==> src/rtl/ahb_pkg.sv <==
// Shared AHB-Lite encodings and bridge state type.
// Imported by the bridge, its interface and the timeout counter.
package ahb_pkg;

   localparam logic [1:0] HTRANS_IDLE   = 2'b00;
   localparam logic [1:0] HTRANS_BUSY   = 2'b01;
   localparam logic [1:0] HTRANS_NONSEQ = 2'b10;
   localparam logic [1:0] HTRANS_SEQ    = 2'b11;

   localparam logic [2:0] HSIZE_WORD = 3'b010;

   localparam logic HRESP_OKAY  = 1'b0;
   localparam logic HRESP_ERROR = 1'b1;

   typedef enum logic [2:0] {
      ST_IDLE,
      ST_ACCESS,
      ST_DONE,
      ST_ERR1,
      ST_ERR2
   } state_t;

   function automatic logic is_legal(
      input logic [2:0] hsize,
      input logic [1:0] alo
   );
      return (hsize == HSIZE_WORD) && (alo == 2'b00);
   endfunction

endpackage

==> src/rtl/ahb_slave_bridge_if.sv <==
// AHB-Lite subordinate bus plus the simple register port.
// slave: bridge view; master: bus driver / register model view.
interface ahb_slave_bridge_if #(
   parameter int ADDR_W = 8
);
   import ahb_pkg::*;

   logic              HSEL;
   logic [31:0]       HADDR;
   logic [1:0]        HTRANS;
   logic              HWRITE;
   logic [2:0]        HSIZE;
   logic [2:0]        HBURST;
   logic [31:0]       HWDATA;
   logic              HREADY;
   logic              HREADYOUT;
   logic              HRESP;
   logic [31:0]       HRDATA;

   logic              usr_req;
   logic              usr_we;
   logic [ADDR_W-1:0] usr_addr;
   logic [31:0]       usr_wdata;
   logic              usr_ack;
   logic              usr_err;
   logic [31:0]       usr_rdata;

   modport slave (
      input  HSEL, HADDR, HTRANS, HWRITE, HSIZE, HBURST,
      input  HWDATA, HREADY,
      output HREADYOUT, HRESP, HRDATA,
      output usr_req, usr_we, usr_addr, usr_wdata,
      input  usr_ack, usr_err, usr_rdata
   );

   modport master (
      output HSEL, HADDR, HTRANS, HWRITE, HSIZE, HBURST,
      output HWDATA, HREADY,
      input  HREADYOUT, HRESP, HRDATA,
      input  usr_req, usr_we, usr_addr, usr_wdata,
      output usr_ack, usr_err, usr_rdata
   );

endinterface

==> src/rtl/ahb_timeout_cnt.sv <==
// 8-bit ACCESS-cycle counter with terminal count at TIMEOUT-1.
// Clear has priority over enable.
module ahb_timeout_cnt #(
   parameter int TIMEOUT = 16
) (
   input  logic HCLK,
   input  logic HRESETN,
   input  logic clr,
   input  logic en,
   output logic tc
);
   localparam logic [7:0] TC_VAL = 8'(TIMEOUT - 1);

   logic [7:0] cnt;

   // Count ACCESS cycles; restart on entry to a new access
   always_ff @(posedge HCLK or negedge HRESETN) begin
      if (!HRESETN)  cnt <= '0;
      else if (clr)  cnt <= '0;
      else if (en)   cnt <= cnt + 8'd1;
   end

   assign tc = en && (cnt == TC_VAL);

endmodule

==> src/rtl/ahb_slave_bridge.sv <==
// AHB-Lite subordinate to request/acknowledge register port bridge.
// Single word transfers, wait states until ack, ERROR on fault/timeout.
module ahb_slave_bridge
   import ahb_pkg::*;
#(
   parameter int ADDR_W  = 8,
   parameter int TIMEOUT = 16
) (
   input  logic HCLK,
   input  logic HRESETN,
   ahb_slave_bridge_if.slave bus
);

   state_t state, state_nxt;

   logic              rdy_st;
   logic              take;
   logic              legal;
   logic              tc;
   logic              in_acc;
   logic [ADDR_W-1:0] addr_q;
   logic              we_q;
   logic [31:0]       rdata_q;
   logic              unused_bits;

   assign unused_bits = ^{bus.HBURST, bus.HADDR[31:ADDR_W]};

   assign rdy_st = (state == ST_IDLE) || (state == ST_DONE)
                || (state == ST_ERR2);
   assign take   = rdy_st && bus.HSEL && bus.HREADY && bus.HTRANS[1];
   assign legal  = is_legal(bus.HSIZE, bus.HADDR[1:0]);
   assign in_acc = (state == ST_ACCESS);

   ahb_timeout_cnt #(
      .TIMEOUT (TIMEOUT)
   ) u_tmo (
      .HCLK    (HCLK),
      .HRESETN (HRESETN),
      .clr     (take && legal),
      .en      (in_acc),
      .tc      (tc)
   );

   // State register
   always_ff @(posedge HCLK or negedge HRESETN) begin
      if (!HRESETN) state <= ST_IDLE;
      else          state <= state_nxt;
   end

   // Next-state: ack beats timeout, new transfers only in ready states
   always_comb begin
      state_nxt = state;
      unique case (state)
         ST_IDLE, ST_DONE, ST_ERR2: begin
            if (take) state_nxt = legal ? ST_ACCESS : ST_ERR1;
            else      state_nxt = ST_IDLE;
         end
         ST_ACCESS: begin
            if (bus.usr_ack)
               state_nxt = bus.usr_err ? ST_ERR1 : ST_DONE;
            else if (tc)
               state_nxt = ST_ERR1;
         end
         ST_ERR1: state_nxt = ST_ERR2;
         default: state_nxt = ST_IDLE;
      endcase
   end

   // Bus-side outputs decoded from state
   always_comb begin
      bus.HREADYOUT = 1'b1;
      bus.HRESP     = HRESP_OKAY;
      bus.usr_req   = 1'b0;
      unique case (state)
         ST_ACCESS: begin
            bus.HREADYOUT = 1'b0;
            bus.usr_req   = 1'b1;
         end
         ST_ERR1: begin
            bus.HREADYOUT = 1'b0;
            bus.HRESP     = HRESP_ERROR;
         end
         ST_ERR2: bus.HRESP = HRESP_ERROR;
         default: ;
      endcase
   end

   // Address-phase capture, held through the access
   always_ff @(posedge HCLK or negedge HRESETN) begin
      if (!HRESETN) begin
         addr_q <= '0;
         we_q   <= 1'b0;
      end else if (take) begin
         addr_q <= bus.HADDR[ADDR_W-1:0];
         we_q   <= bus.HWRITE;
      end
   end

   // Read data updates only on a successful read ack
   always_ff @(posedge HCLK or negedge HRESETN) begin
      if (!HRESETN)
         rdata_q <= '0;
      else if (in_acc && bus.usr_ack && !bus.usr_err && !we_q)
         rdata_q <= bus.usr_rdata;
   end

   assign bus.usr_addr  = addr_q;
   assign bus.usr_we    = we_q;
   assign bus.usr_wdata = bus.HWDATA;
   assign bus.HRDATA    = rdata_q;

endmodule

==> src/flat_wrapper.sv <==
// flat-port wrapper written by rule: the top's interface ports become plain ports
module ahb_slave_bridge_flat import ahb_pkg::*;
#(
   parameter int ADDR_W  = 8,
   parameter int TIMEOUT = 16
)
  (HCLK, HRESETN, bus_HSEL, bus_HADDR, bus_HTRANS, bus_HWRITE, bus_HSIZE, bus_HBURST, bus_HWDATA, bus_HREADY, bus_HREADYOUT, bus_HRESP, bus_HRDATA, bus_usr_req, bus_usr_we, bus_usr_addr, bus_usr_wdata, bus_usr_ack, bus_usr_err, bus_usr_rdata);
  ahb_slave_bridge_if #(.ADDR_W(ADDR_W)) bus_i ();
  input  logic HCLK;
  input  logic HRESETN;
  input wire logic [$bits(bus_i.HSEL)-1:0] bus_HSEL;
  input wire logic [$bits(bus_i.HADDR)-1:0] bus_HADDR;
  input wire logic [$bits(bus_i.HTRANS)-1:0] bus_HTRANS;
  input wire logic [$bits(bus_i.HWRITE)-1:0] bus_HWRITE;
  input wire logic [$bits(bus_i.HSIZE)-1:0] bus_HSIZE;
  input wire logic [$bits(bus_i.HBURST)-1:0] bus_HBURST;
  input wire logic [$bits(bus_i.HWDATA)-1:0] bus_HWDATA;
  input wire logic [$bits(bus_i.HREADY)-1:0] bus_HREADY;
  output wire logic [$bits(bus_i.HREADYOUT)-1:0] bus_HREADYOUT;
  output wire logic [$bits(bus_i.HRESP)-1:0] bus_HRESP;
  output wire logic [$bits(bus_i.HRDATA)-1:0] bus_HRDATA;
  output wire logic [$bits(bus_i.usr_req)-1:0] bus_usr_req;
  output wire logic [$bits(bus_i.usr_we)-1:0] bus_usr_we;
  output wire logic [$bits(bus_i.usr_addr)-1:0] bus_usr_addr;
  output wire logic [$bits(bus_i.usr_wdata)-1:0] bus_usr_wdata;
  input wire logic [$bits(bus_i.usr_ack)-1:0] bus_usr_ack;
  input wire logic [$bits(bus_i.usr_err)-1:0] bus_usr_err;
  input wire logic [$bits(bus_i.usr_rdata)-1:0] bus_usr_rdata;
  assign bus_i.HSEL = bus_HSEL;
  assign bus_i.HADDR = bus_HADDR;
  assign bus_i.HTRANS = bus_HTRANS;
  assign bus_i.HWRITE = bus_HWRITE;
  assign bus_i.HSIZE = bus_HSIZE;
  assign bus_i.HBURST = bus_HBURST;
  assign bus_i.HWDATA = bus_HWDATA;
  assign bus_i.HREADY = bus_HREADY;
  assign bus_HREADYOUT = bus_i.HREADYOUT;
  assign bus_HRESP = bus_i.HRESP;
  assign bus_HRDATA = bus_i.HRDATA;
  assign bus_usr_req = bus_i.usr_req;
  assign bus_usr_we = bus_i.usr_we;
  assign bus_usr_addr = bus_i.usr_addr;
  assign bus_usr_wdata = bus_i.usr_wdata;
  assign bus_i.usr_ack = bus_usr_ack;
  assign bus_i.usr_err = bus_usr_err;
  assign bus_i.usr_rdata = bus_usr_rdata;
  ahb_slave_bridge #(.ADDR_W(ADDR_W), .TIMEOUT(TIMEOUT)) u_core (.HCLK(HCLK), .HRESETN(HRESETN), .bus(bus_i));
endmodule
==> config.mk <==
export PLATFORM = sky130hd
export DESIGN_NAME = ahb_slave_bridge_flat
export DESIGN_NICKNAME = d
export VERILOG_FILES = /design/src/rtl/ahb_pkg.sv /design/src/rtl/ahb_slave_bridge_if.sv /design/src/rtl/ahb_timeout_cnt.sv /design/src/rtl/ahb_slave_bridge.sv /design/src/flat_wrapper.sv
export SDC_FILE = /design/constraint.sdc
export NUM_CORES = 1
export LEC_CHECK = 0
export BUFFER_PORTS_ARGS = -buffer_cell sky130_fd_sc_hd__buf_2
export CAP_MARGIN = 15
export CORE_MARGIN = 1.5
export CORE_UTILIZATION = 36
export DETAILED_ROUTE_END_ITERATION = 12
export GPL_ROUTABILITY_DRIVEN = 0
export PLACE_DENSITY = 0.77
export SYNTH_ARGS = -nofsm -noshare
export SYNTH_HDL_FRONTEND = slang
export SYNTH_SLANG_ARGS = --single-unit
==> constraint.sdc <==
create_clock -name HCLK -period 2 [get_ports HCLK]
set_input_delay 0.4 -clock HCLK [delete_from_list [all_inputs] [get_ports HCLK]]
set_output_delay 0.4 -clock HCLK [all_outputs]
set_load 0.01 [all_outputs]
; Word level (Yosys, flattened, before mapping)
; Index checks and enable logic that the tools add are counted.
[op_classes]
addsub = 1
n_eq_ne = 7
muxes = 11
n_reduce_logical = 19
[ops]
columns = cell, count
row1 = two-way mux 8 bit, 2
row2 = "equality test 3 x 2 -> 1 bit, second input constant", 3
row3 = logical AND 1 bit, 9
row4 = two-way mux 3 bit, 3
row5 = case mux 3 bit (3 select lines), 1
row6 = "adder 8 x 1 -> 8 bit, second input constant", 1
row7 = "equality test 8 x 4 -> 1 bit, second input constant", 1
row8 = two-way mux 1 bit, 4
row9 = OR reduction 2 bit, 2
row10 = "equality test 3 x 1 -> 1 bit, second input constant", 1
row11 = "equality test 3 bit, second input constant", 1
row12 = zero test 3 bit, 1
row13 = "inequality test 3 x 2 -> 1 bit, second input constant", 1
row14 = OR reduction 3 bit, 1
row15 = zero test 1 bit, 2
row16 = zero test 2 bit, 1
row17 = logical OR 1 bit, 2
row18 = two-way mux 2 bit, 1
row19 = nonzero test 2 bit, 1
[totals]
regBits = 52
inputBits = 111
output_inout_bits = 76
elab_cells = 43

; Depth between registers and ports, before layout
; Gate-level depths: netlist (run 1).
[logic_depth]
ltp_word = 8
depth_mapped = 6
ltp_nobuf = 4

; Hierarchy
; Synthesis (run 1) repeated with hierarchy kept, for this count alone.
[unflattened]
hier_cells = 181
hier_area_um2 = 2514.9
[by_module_without_submodules]
columns = mod, instances, cells_per_inst, area_each_um2, seq_area_each_um2
row1 = ahb_slave_bridge, 1, 141, 2100.8, 1101.1
row2 = ahb_timeout_cnt, 1, 40, 414.1, 200.2

; Worst setup path before layout (run 1)
; Ideal clock, no wire load.
[synth_timing]
path_type = register to register
start = reg u_core.state[2]
end = reg u_core.rdata_q[0], in the netlist u_core.bus.HRDATA[0]
setup_time_ps = 125
arrival_time_ps = 1852
required_time_ps = 1875
path_slack_ps = 23
stages_incl_launch_ff = 7
path_buffers = 3
period_less_slack_ps = 1977
cell_sequence = dfrtp_1 -> or3b_1 -> buf_2 -> or3b_1 -> buf_6 -> buf_6 -> mux2_4
[synth_between]
elab_chain_cells = 4
[synth_rtl]
columns = item, line
row1 = from (decl), ahb_slave_bridge.sv:14  ; state_t state, state_nxt;
row2 = from (signal assigned), ahb_slave_bridge.sv:47  ; else state <= state_nxt;
row3 = equality test 3 x 1 -> 1 bit, ahb_slave_bridge.sv:32  ; assign in_acc = (state == ST_ACCESS);
row4 = logical AND 1 bit (3 in a row), ahb_slave_bridge.sv:103  ; else if (in_acc && bus.usr_ack && !bus.usr_err && !we_q)
row5 = to (signal assigned), ahb_slave_bridge.sv:104  ; rdata_q <= bus.usr_rdata;
row6 = to (decl), ahb_slave_bridge.sv:23  ; logic [31:0] rdata_q;
; No other way between the ends.
; A chain may end at the register's enable or synchronous reset.

; Worst setup path in the final report (run 1)
[layout_timing]
start = reg u_core.state[0]
end = reg u_core.rdata_q[12], in the netlist u_core.bus.HRDATA[12]
; Same word-level chain as after synthesis.

==> impl_metrics.tcl, run 1 <==
set metrics [dict create \
    rsz0062_at_grt "false" \
    period_share_pct 96.5 \
    r2r_slack_ns 0.07 \
    clk_latency_ns 0.30 \
    first_pass_iters 4 \
    synth_seq_area_share_pct 52.3 \
    finalHoldViolations 0 \
    synthTopCellsByCount "dfrtp_1 (52), buf_4 (32), mux2_4 (30), mux2_2 (11), a21oi_1 (6)" \
    synthTopCellsByArea "dfrtp_1 (52%), mux2_4 (18%), buf_4 (9.7%)" \
    cp_slowest_stage_delay_ns 0.49 \
    layout.nets 360 \
    stdcell_area_sq_um 2940 \
    r2r_start "u_core.state[0]$_DFFE_PN0P_" \
    ctsLongestPathBuffers 2 \
    cts_setup_buffers 0 \
    synth_cell_type_count 30 \
    synth_top_area_share_pct 52.3 \
    grt_pass1_vias 1609 \
    cp_slowest_cell "or3b_2" \
    crit_chain "or3b_1, or3b_2, buf_12, mux2_4" \
    ir_worst_vdd_v 0.000484 \
    postCtsResizedCells 0 \
    start_util_pct 37.0 \
    startpoint "u_core.state[0]$_DFFE_PN0P_" \
    yosys_warnings 0 \
    vias_per_cell 4.89 \
    remaining_drc_errors 0 \
    grt_max_degree 33 \
    drv_slew 0 \
    holdBufCountCts 0 \
    setup_tns_ns 0 \
    syn_nets 292 \
    synth_edf_count 0 \
    cts_inserted_buffers 5 \
    row_count 30 \
    max_freq_ghz 0.518 \
    leakagePower_nw 1.53 \
    critPathCapture "u_core.bus.HRDATA[12]$_DFFE_PN0P_" \
    overflow 0 \
    ff2ff_path_depth 4 \
    grt_pass1_wl_um 7090 \
    die_h_um 86.1 \
    max_cap_viol_count 0 \
    postRouteAntennaNets 0 \
    dpl-instance-area_sq_um 2830 \
    fin_skew_ns 0.00324 \
    cts_root_buf "clkbuf_8" \
    status "completed" \
    ctsHtreeMaxLevel 2 \
    setup_viol 0 \
    power_density_nw_per_um2 1340 \
    cp.arrival_ns 2.12 \
    pre_cts_slack_ns 0.0636 \
    synthToLayoutAreaGrowth_pct 18.4 \
    die_x_um 86.1 \
    grt_use_total_pct 12.0 \
    crit_family "simple AND/OR/NAND/NOR gates" \
    synth_top_area_cell "dfrtp_1" \
    synth-seq-cells 52 \
    avgRoutedWirePerCell_um 13.8 \
    worst-path-stages 4 \
    syn_avg_cell_area_sq_um 13.8 \
    cp.buffers_inverters 1 \
    slew_headroom_pct 62.6 \
    path_max_fanout 32 \
    drtIter0Drc 15 \
    drive_gt1_share_pct 61.4 \
    port_buffers 94 \
    tightestPinTransition_ns 0.561 \
    cts.clk_slew.worst_paths_ns 0.09 \
    netlist_area_sq_um 2490 \
    diodes 0 \
    synthCells 180 \
    start_kind "flip-flop" \
    ios 187 \
    synthArstFlopShare_pct 100 \
    worstSetupPathType "flip-flop to flip-flop" \
    core_sq_um 6720 \
    synthFlopType "dfrtp_1" \
    crit_required_ns 2.19 \
    cts_tree "built" \
    min_period_ns 1.93 \
    worst_slack_ns 0.0697 \
    reg2reg_to "u_core.bus.HRDATA[12]$_DFFE_PN0P_" \
    cts_sinks 52 \
    dp_hpwl_um 3370 \
    drt_wl_total_um 4530 \
    vias 1608 \
    grt_antenna_before_repair 0 \
    holdCritPathClass "input port to async pin" \
    fp.dieArea_sq_um 7410 \
    synth_most_common_cell "dfrtp_1" \
    endpoint_kind "flip-flop" \
]
cell type report:
| cell class | instances | area, sq um |
|---|---|---|
| fillers | 639 | 3770 |
| flip-flops and latches | 52 | 1300 |
| multi-input cells | 86 | 876 |
| repair buffers | 100 | 541 |
| well taps | 80 | 100 |
| clock buffers | 5 | 68.8 |
| clock inverters | 3 | 46.3 |
| inverters | 3 | 11.3 |
kinds of logic (layout without fill, tap and decap cells):
kind of cell	count (synthesis)	in the layout	synth area share, %
DFF	52	52	52.3
buffers and inverters	42	111	12.4
muxes	41	41	23.1
and+or+nand+nor	24	24	5.84
AOI/OAI and AO/OA	20	20	5.79
adders and majority gates	1	1	0.503
worst min path at each step:
stage	startpoint	end	slack, ns	cells after the start
final	HRESETN	u_core.bus.HRDATA[17]$_DFFE_PN0P_	0.08	1
after global routing	HRESETN	u_core.bus.HRDATA[17]$_DFFE_PN0P_	0.12	1
after CTS	HRESETN	u_core.bus.HRDATA[14]$_DFFE_PN0P_	0.09	1
after detailed placement	HRESETN	u_core.bus.HRDATA[17]$_DFFE_PN0P_	0.43	1
after global placement	HRESETN	u_core.bus.HRDATA[17]$_DFFE_PN0P_	0.43	1
after floorplan	HRESETN	u_core.bus.HRDATA[0]$_DFFE_PN0P_	0.10	0
placed cells by master, fill, tap and decap left out, types with 2 or more instances in the layout:
cell,instances
a21o_1,2
a21oi_1,6
buf_12,2
buf_2,94
buf_4,4
clkbuf_8,5
dfrtp_1,52
inv_1,3
mux2_2,11
mux2_4,30
nand2_1,4
nand3_1,2
nor2_1,3
o21ai_0,5
o31ai_1,3
or3_1,3
or4_1,3
per-stage QoR:
step                      hold WS (ns)  instances  total power [mW]  utilization [%]
after global routing             0.123        329              4.21             43.8
after floorplan                  0.104        180              2.72                -
final                           0.0790        329              3.94             43.8
after detailed placement         0.426        321              3.24             42.1
after global placement           0.429        321              3.18             42.1
after CTS                       0.0893        329              4.00             43.8
sequential cells by signal, indices dropped and copies added (netlist names):
signal,count
u_core.bus.HRDATA,32
u_core.bus.usr_addr,8
u_core.bus.usr_we,1
u_core.state,3
u_core.u_tmo.cnt,8
layer usage:
| layer | vias up | wire length, um | share of wire (%) | track usage, % |
|---|---|---|---|---|
| met3 | 13 | 403 | 8.9 | 3.56 |
| met5 | - | 0 | 0 | 0 |
| met2 | 81 | 2140 | 47 | 21.1 |
| li1 | 733 | - | - | - |
| met4 | 0 | 74 | 1.6 | 3.96 |
| met1 | 781 | 1910 | 42 | 13.8 |
worst register-to-register path: cells and delay by family (launching register included):
family | cells | cell delay (ns)
DFF | 1 | 0.40
muxes | 1 | 0.36
and+or+nand+nor | 2 | 0.87
buffers and inverters | 1 | 0.20
where the power goes:
part	internal, mW	switching [mW]
combinational	0.827	0.591
sequential	1.51	0.284
clock	0.377	0.354
(Power assumes the default switching activity.)
==> inputs of run 2 (changes only) <==
--- a/config.mk
+++ b/config.mk
@@ -12,6 +12,7 @@
 export DETAILED_ROUTE_END_ITERATION = 12
 export GPL_ROUTABILITY_DRIVEN = 0
 export PLACE_DENSITY = 0.77
+export RECOVER_POWER = 25
 export SYNTH_ARGS = -nofsm -noshare
 export SYNTH_HDL_FRONTEND = slang
 export SYNTH_SLANG_ARGS = --single-unit
==> run 2 against run 1 <==
  * Hold slack gained 0.24 ns
  * Critical path type unchanged
  * First-iteration DRC count is the same
  * Critical endpoint is now u_core.bus.HRDATA[18]$_DFFE_PN0P_
  * Routed wire length shrank 0.11%
  * Count of clock-buffer cells in the layout is the same
  * Largest power group unchanged
  * Sequential cell count is the same
  * Die area is the same
==> impl_metrics.tcl, run 2 (synthesis results as in run 1) <==
set metrics [dict create \
    status "completed" \
    remaining_drc_errors 0 \
    ctsHtreeMaxLevel 2 \
    vias 1606 \
    core_sq_um 6720 \
    pre_cts_slack_ns 0.0636 \
    cts_inserted_buffers 5 \
    cts_setup_buffers 0 \
    switching_share_pct 31.1 \
    start_util_pct 37.0 \
    finalHoldViolations 0 \
    cp.arrival_ns 2.12 \
    fp.dieArea_sq_um 7410 \
    power_density_nw_per_um2 1340 \
    endpoint_kind "flip-flop" \
    r2r_start "u_core.state[0]$_DFFE_PN0P_" \
    dp_hpwl_um 3370 \
    path_max_fanout 32 \
    cts.clk_slew.worst_paths_ns 0.10 \
    setup_tns_ns 0 \
    start_kind "flip-flop" \
    ctsLongestPathBuffers 2 \
    min_period_ns 1.93 \
    largest_reg_flops 32 \
    p_seq_share_pct 45.5 \
    postRouteAntennaNets 0 \
    p_comb_share_pct 36.0 \
    slew_headroom_pct 10.2 \
    grtUsageMet1_pct 13.8 \
    grt_pass1_vias 1609 \
    ir_worst_vdd_v 0.000484 \
    clk_latency_ns 0.30 \
    grt_antenna_before_repair 0 \
    drive_gt1_share_pct 61.0 \
    grt_use_total_pct 12.0 \
    grt_pass1_wl_um 7090 \
    final_cell_mix "buf_2 (93), dfrtp_1 (52), mux2_4 (30)" \
    fill_cells 640 \
    cts_sinks 52 \
    layout.nets 360 \
    holdCritPathClass "input port to flip-flop" \
    busiest_layer "met2" \
    max_cap_viol_count 0 \
    crit_required_ns 2.19 \
    diodes 0 \
    vias_per_cell 4.88 \
    worstSetupPathType "flip-flop to flip-flop" \
    p_total_mw 3.94 \
    synthToLayoutAreaGrowth_pct 18.4 \
    grt_max_degree 33 \
    intPower_mw 2.71 \
    row_count 30 \
    cts_root_buf "clkbuf_8" \
    worst_slack_ns 0.0679 \
    fin_skew_ns 0.00454 \
    avgRoutedWirePerCell_um 13.8 \
    startpoint "u_core.state[0]$_DFFE_PN0P_" \
    overflow 0 \
    drtIter0Drc 15 \
    die_x_um 86.1 \
    cts_tree "built" \
    mostFrequentLayoutCell "buf_2" \
    period_share_pct 96.6 \
    hp-start "bus_usr_rdata[10]" \
    drv_slew 0 \
    drt_wl_total_um 4530 \
    p_clk_share_pct 18.5 \
    setup_viol 0 \
    rsz0062_at_grt "false" \
    max_freq_ghz 0.518 \
    die_h_um 86.1 \
    first_pass_iters 4 \
    leakagePower_nw 1.53 \
    met2_usage_pct 21.1 \
    postCtsResizedCells 0 \
    ios 187 \
    met3_usage_pct 3.56 \
    port_buffers 94 \
    tightestPinTransition_ns 1.35 \
    holdBufCountCts 0 \
    power_switching_mw 1.23 \
]
==> run 2: changes by cell type in the layout (fill, tap and decap cells not counted), sizes merged <==
| cell | delta |
|---|---|
| buf | -1 |
| clkbuf | +1 |
==> run 2: path summary, 6_finish.rpt <==
| path | endpoint | slack [ns] | cells after the start |
|---|---|---|---|
| worst max-delay path | u_core.bus.HRDATA[18]$_DFFE_PN0P_ | 0.07 | 4 |
| worst max register to register | u_core.bus.HRDATA[18]$_DFFE_PN0P_ | 0.07 | 4 |
| worst min-delay path | u_core.bus.HRDATA[10]$_DFFE_PN0P_ | 0.32 | 2 |
| max in group asynchronous | u_core.u_tmo.cnt[6]$_DFFE_PN0P_ | 0.83 | 1 |
| worst min register to register | u_core.bus.usr_addr[7]$_DFFE_PN0N_ | 0.51 | 1 |
| min in group asynchronous | u_core.bus.HRDATA[17]$_DFFE_PN0P_ | 0.38 | 1 |
==> run 2: metrics by stage <==
step	util [%]	cell area, sq um	std cells	hold slack (ns)
6_report	43.8	2940	329	0.321
5_1_grt	43.8	2940	329	0.292
4_1_cts	43.8	2940	329	0.0893
3_5_place_dp	42.1	2830	321	0.426
3_3_place_gp	42.1	2830	321	0.429
2_1_floorplan	-	2490	180	0.104
==> run 2: cell type report <==
| class | count | area [sq um] | share of cell area, % |
|---|---|---|---|
| timing repair buffer | 100 | 539 | 18.3 |
| tap | 80 | 100 | 3.40 |
| inverter | 3 | 11.3 | 0.383 |
| multi-input combinational | 86 | 876 | 29.8 |
| clock buffer | 5 | 68.8 | 2.34 |
| clock inverter | 3 | 46.3 | 1.57 |
| sequential | 52 | 1300 | 44.2 |
==> run 2: worst max-delay path, stage by stage (launching register included) <==
cell     delay [ns]
dfrtp_1        0.40
or3b_1         0.38
or3b_2         0.49
buf_12         0.20
mux2_4         0.33
==> run 2: layer usage <==
metal / part of all wire, % / vias to the layer above
li1: - / 733
met1: 42 / 779
met2: 47 / 81
met3: 8.9 / 13
met4: 1.6 / 0
met5: 0 / -
==> run 2: power by group through the flow <==
stage	combinational (mW)	clock, mW	sequential (mW)
final	1.42	0.729	1.79
after floorplan	0.751	0	1.97
after global routing	1.55	0.801	1.85
after detailed placement	1.43	0	1.81
after global placement	1.40	0	1.78
after CTS	1.44	0.763	1.79
